### src/rtl/up_down_counter_pkg.sv
// Shared constants and next-value helper for up_down_counter.
// Build option: define UP_DOWN_COUNTER_SATURATE_EN to saturate at the ends instead of wrapping.
package up_down_counter_pkg;

  localparam int DEFAULT_WIDTH = 4;

  localparam logic DIR_UP   = 1'b1;
  localparam logic DIR_DOWN = 1'b0;

`ifdef UP_DOWN_COUNTER_SATURATE_EN
  localparam bit SATURATE = 1'b1;
`else
  localparam bit SATURATE = 1'b0;
`endif

  // All-ones value for a counter of the given width (1..32).
  function automatic logic [31:0] max_value(input int unsigned width);
    logic [63:0] one_hot;
    one_hot = 64'd1 << width;
    return 32'(one_hot - 64'd1);
  endfunction

  // Values are carried zero-extended to 32 bits so one helper serves every WIDTH.
  function automatic logic [31:0] next_count(
    input logic [31:0] cur,
    input logic        up,
    input logic        en,
    input int unsigned width,
    input bit          sat
  );
    logic [31:0] top;
    logic [31:0] nxt;
    top = max_value(width);
    nxt = cur;
    if (en) begin
      if (up == DIR_UP) begin
        if (sat && (cur == top)) nxt = cur;
        else                     nxt = (cur + 32'd1) & top;
      end else begin
        if (sat && (cur == 32'd0)) nxt = cur;
        else                       nxt = (cur - 32'd1) & top;
      end
    end
    return nxt;
  endfunction

endpackage

### src/rtl/up_down_counter_next.sv
// Combinational step logic: next count from current count, direction and enable.
// Wrap vs. saturate is selected by UP_DOWN_COUNTER_SATURATE_EN through the package.
module up_down_counter_next
  import up_down_counter_pkg::*;
#(
  parameter int WIDTH = DEFAULT_WIDTH
) (
  input  logic [WIDTH-1:0] count_i,
  input  logic             up_down_i,
  input  logic             enable_i,
  output logic [WIDTH-1:0] count_next_o
);

  logic [31:0] count_ext;
  logic [31:0] next_ext;

  always_comb begin
    count_ext              = '0;
    count_ext[WIDTH-1:0]   = count_i;
    next_ext               = next_count(count_ext, up_down_i, enable_i, WIDTH, SATURATE);
  end

  assign count_next_o = next_ext[WIDTH-1:0];

  // The helper masks to WIDTH, so the upper bits are always zero.
  generate
    if (WIDTH < 32) begin : g_upper
      logic unused_upper;
      assign unused_upper = ^next_ext[31:WIDTH];
    end
  endgenerate

endmodule

### src/rtl/up_down_counter.sv
// Up/down counter with synchronous reset, parallel load and count enable.
// Build option: UP_DOWN_COUNTER_SATURATE_EN selects saturating instead of wrapping counts.
module up_down_counter
  import up_down_counter_pkg::*;
#(
  parameter int          WIDTH       = DEFAULT_WIDTH,
  parameter logic [31:0] RESET_VALUE = 32'd0
) (
  input  logic             clk,
  input  logic             reset,
  input  logic             enable,
  input  logic             set,
  input  logic [WIDTH-1:0] set_value,
  input  logic             up_down,
  output logic [WIDTH-1:0] count
);

  localparam logic [WIDTH-1:0] RESET_COUNT = RESET_VALUE[WIDTH-1:0];

  logic [WIDTH-1:0] count_q;
  logic [WIDTH-1:0] count_d;
  logic [WIDTH-1:0] step_d;

  up_down_counter_next #(
    .WIDTH (WIDTH)
  ) u_next (
    .count_i      (count_q),
    .up_down_i    (up_down),
    .enable_i     (enable),
    .count_next_o (step_d)
  );

  // Load beats counting; reset beats both and is applied in the register itself.
  always_comb begin
    count_d = step_d;
    if (set) count_d = set_value;
  end

  always_ff @(posedge clk) begin
    if (reset) count_q <= RESET_COUNT;
    else       count_q <= count_d;
  end

  assign count = count_q;

endmodule

### config.mk
export PLATFORM = sky130hd
export DESIGN_NAME = up_down_counter
export DESIGN_NICKNAME = d
export VERILOG_FILES = /design/src/rtl/up_down_counter_pkg.sv /design/src/rtl/up_down_counter_next.sv /design/src/rtl/up_down_counter.sv
export SDC_FILE = /design/constraint.sdc
export NUM_CORES = 1
export LEC_CHECK = 0
export ABC_AREA = 1
export CAP_MARGIN = 20
export CELL_PAD_IN_SITES_DETAIL_PLACEMENT = 0
export CELL_PAD_IN_SITES_GLOBAL_PLACEMENT = 1
export CORE_AREA = 5 5 42 44
export CTS_BUF_LIST = sky130_fd_sc_hd__clkbuf_8
export CTS_CLUSTER_SIZE = 40
export DETAILED_ROUTE_END_ITERATION = 6
export DIE_AREA = 0 0 47 49
export PLACE_DENSITY = 0.65
export SLEW_MARGIN = 5
export SYNTH_ARGS = -nofsm -noshare
export SYNTH_HDL_FRONTEND = slang
export SYNTH_SLANG_ARGS = --single-unit
### constraint.sdc
create_clock -name clk -period 1.8 [get_ports clk]
set_input_delay 0.36 -clock clk [delete_from_list [all_inputs] [get_ports clk]]
set_output_delay 0.36 -clock clk [all_outputs]
set_load 0.005 [all_outputs]
==> flow_summary.yaml <==
placed_design:
  detailed_place_hpwl_um: 620
  place_congestion: 0.691
  dpl.cell_count: 75
  buffer_ports.inserted: 12
  placedInstanceArea_sq_um: 457
final_layout:
  largest_register_ffs: 4
  final_cell_area_sq_um: 500
  final_layout_size_suffix_gt1_frac: 0.145
  post-route-util: 0.357
  n_antenna_cell: 0
  layout.filler_cells: 180
  num-nets-final: 76
  finalNonFillerCells: 78
  layout-area-overhead-vs-synth_pct: 66.0
synth:
  synth_top_cell_by_area: "dfxtp_1"
  synthesis.area_sq_um: 302
  synth.distinct_cells: 16
  ys_ff_latch: 4
  syn_avg_cell_area_sq_um: 6.70
  dominant_combinational_cell_family_by_area_after_synthesis: "simple AND/OR/NAND/NOR gates"
  ys_top_cells_by_area: "dfxtp_1, nand2_1, inv_1"
  adder_cell_share_of_the_synthesized_area: 0.149
  synth_fp_nets: 57
  fraction_of_synthesized_area_in_multiplexers: 0
  post_synthesis_cells: 45
  synth_seq_area_share: 0.266
  post_synthesis_simple_gate_area_fraction: 0.332
  synthDominantCellAreaShare: 0.266
  synth_xor_xnor_area_share: 0.0290
  synth_warnings: 0
  synth-compound-area-share: 0.137
sta:
  maxClockFrequency_mhz: 640
  tightest_slew_ns: 0.266
  fin_skew_ns: 0.000365
  timing.final.setup_violations: 0
  rsz0062_at_grt: "false"
  timing_max_transition_violations_final: 0
  report.final.hold_viol_count: 0
  post-route-period-util: 0.868
  final_period_minus_worst_setup_slack_ns: 1.56
  relSlewSlack: 0.822
worst_setup_path:
  path_cells: "clkdlybuf4s50_1"
  slowest_delay_ns: 0.55
  r2r_cells: 6
  crit_path_start_kind: "register"
  worstSetupEndpointType: "primary output"
  crit_fanout: 6
  crit_family: "buffers and inverters"
  critical_path.n_buffers_inverters: 1
  timing_worst_setup_path_type: "reg -> out"
  cpMaxStageDelayCell: "clkdlybuf4s50_1"
  timing.critical_path.arrival_ns: 1.20
  worstSetupPathDepth: 1
  critPathRequiredTime_ns: 1.44
cts:
  clk_pin_slew_worst_paths_ns: 0.03
  clock_tree.htree_level_count: 1
  cts_buffer_depth: 2
  cts_inserted_buffers: 3
  ctsRootBufferMaster: "clkbuf_8"
  clk_latency_ns: 0.21
  tritoncts_clock_tree: "done"
  cts_post_setup_buffers_inserted: 0
  cts_sinks: 4
floorplan:
  io-pin-count: 13
  initial_core_utilization: 0.215
  design.die.area_sq_mm: 0.00230
  core.rowCount: 14
  die_h_um: 49
  die_w_um: 47
  fp.coreArea_sq_mm: 0.00140
grt:
  grtUsageTotal: 0.0711
  grt_first_pass_wirelength_um: 1170
  grt_remaining_overflow: 0
  number_of_global_route_vias_before_repair: 309
  grt_start_max_net_pins: 8
  grt_antenna_before_repair: 0
detailed_routing:
  avgRoutedWirePerCell_um: 9.37
  detail_route.first_pass.iterations: 2
  routed_wl_um: 731
  detail_route.vias_per_cell: 4.19
  via_count: 327
  ant_nets: 0
  remaining_routing_drc_violations: 0
  drt_iter0_drc: 2
power_and_ir_drop:
  cellPowerDensity_mw_per_mm2: 766
  highest_ir_drop_seen_on_vdd_v: 0.000349
  lkg_pwr_nw: 0.252
job:
  maxCapViolations: 0
run_status:
  status: "finished clean"
worst_hold_path:
  path_type_of_the_worst_min_delay_path: "reg -> reg"
  whs_path_depth: 2
[synthesized netlist by cell type (all sizes together)]
| cell | number |
|---|---|
| nor2 | 3 |
| inv | 7 |
| a22oi | 1 |
| nand2 | 16 |
| nor3 | 1 |
| a21oi | 2 |
| a31oi | 1 |
| o21ai | 1 |
| or2 | 1 |
| dfxtp | 4 |
| nand3 | 3 |
| xor2 | 1 |
| a22o | 1 |
| fa | 1 |
| ha | 2 |
[power breakdown]
group          internal, mW  switching [mW]
sequential           0.0965         0.00850
clock                 0.142          0.0422
combinational        0.0545          0.0393
total                 0.293          0.0900
[layer usage]
| layer | track usage | part of all wire |
|---|---|---|
| met5 | 0 | 0 |
| met4 | 0.0553 | 0 |
| met1 | 0.0879 | 0.45 |
| met3 | 0.0295 | 0.068 |
| met2 | 0.0928 | 0.48 |
[path summary, 6_finish.rpt]
path             from        to  slack, ns
max reg2reg  count[2]  count[3]       0.54
min          count[2]  count[2]       0.52
max          count[0]  count[0]       0.24
min reg2reg  count[2]  count[2]       0.52
[cells by family (layout without fill, tap and decap cells)]
family / count (synthesis) / in the layout
adders and majority gates: 3 / 3
AOI/OAI and AO/OA: 6 / 6
DFF: 4 / 4
buffers and inverters: 7 / 24
xor gates and xnor gates: 1 / 1
and+or+nand+nor: 24 / 24
[layout by cell type (no fill, tap or decap), types with 2 or more instances in the layout]
| cell type | count |
|---|---|
| nand3_1 | 3 |
| buf_4 | 2 |
| a21oi_1 | 2 |
| nand2_1 | 16 |
| clkbuf_8 | 3 |
| inv_1 | 6 |
| nor2_1 | 2 |
| clkdlybuf4s50_1 | 11 |
| ha_1 | 2 |
| dfxtp_1 | 4 |
[area by class of cell]
class	instances	area, sq um	area share
sequential	4	80.1	0.160
inverter	7	26.3	0.0525
multi-input combinational	34	195	0.390
tap	16	20.0	0.0400
timing repair buffer	14	138	0.275
clock buffer	3	41.3	0.0825
[metrics by stage]
stage | setup TNS [ns] | setup WS, ns | total power, mW | hold WS [ns]
after floorplan | 0 | 0.405 | 0.152 | 0.429
after global placement | -0.120 | -0.102 | 0.202 | 0.518
after detailed placement | -0.139 | -0.121 | 0.201 | 0.512
after CTS | 0 | 0.100 | 0.391 | 0.520
after global routing | 0 | 0.190 | 0.410 | 0.545
final | 0 | 0.238 | 0.383 | 0.517
[timing repair]
action / in CTS / in global routing
endpoints found under the hold margin: 0 / 0
gates resized for setup: 0 / 2
setup endpoints to repair: 0 / 1
hold buffers: 0 / 0
(Power assumes the default switching activity.)
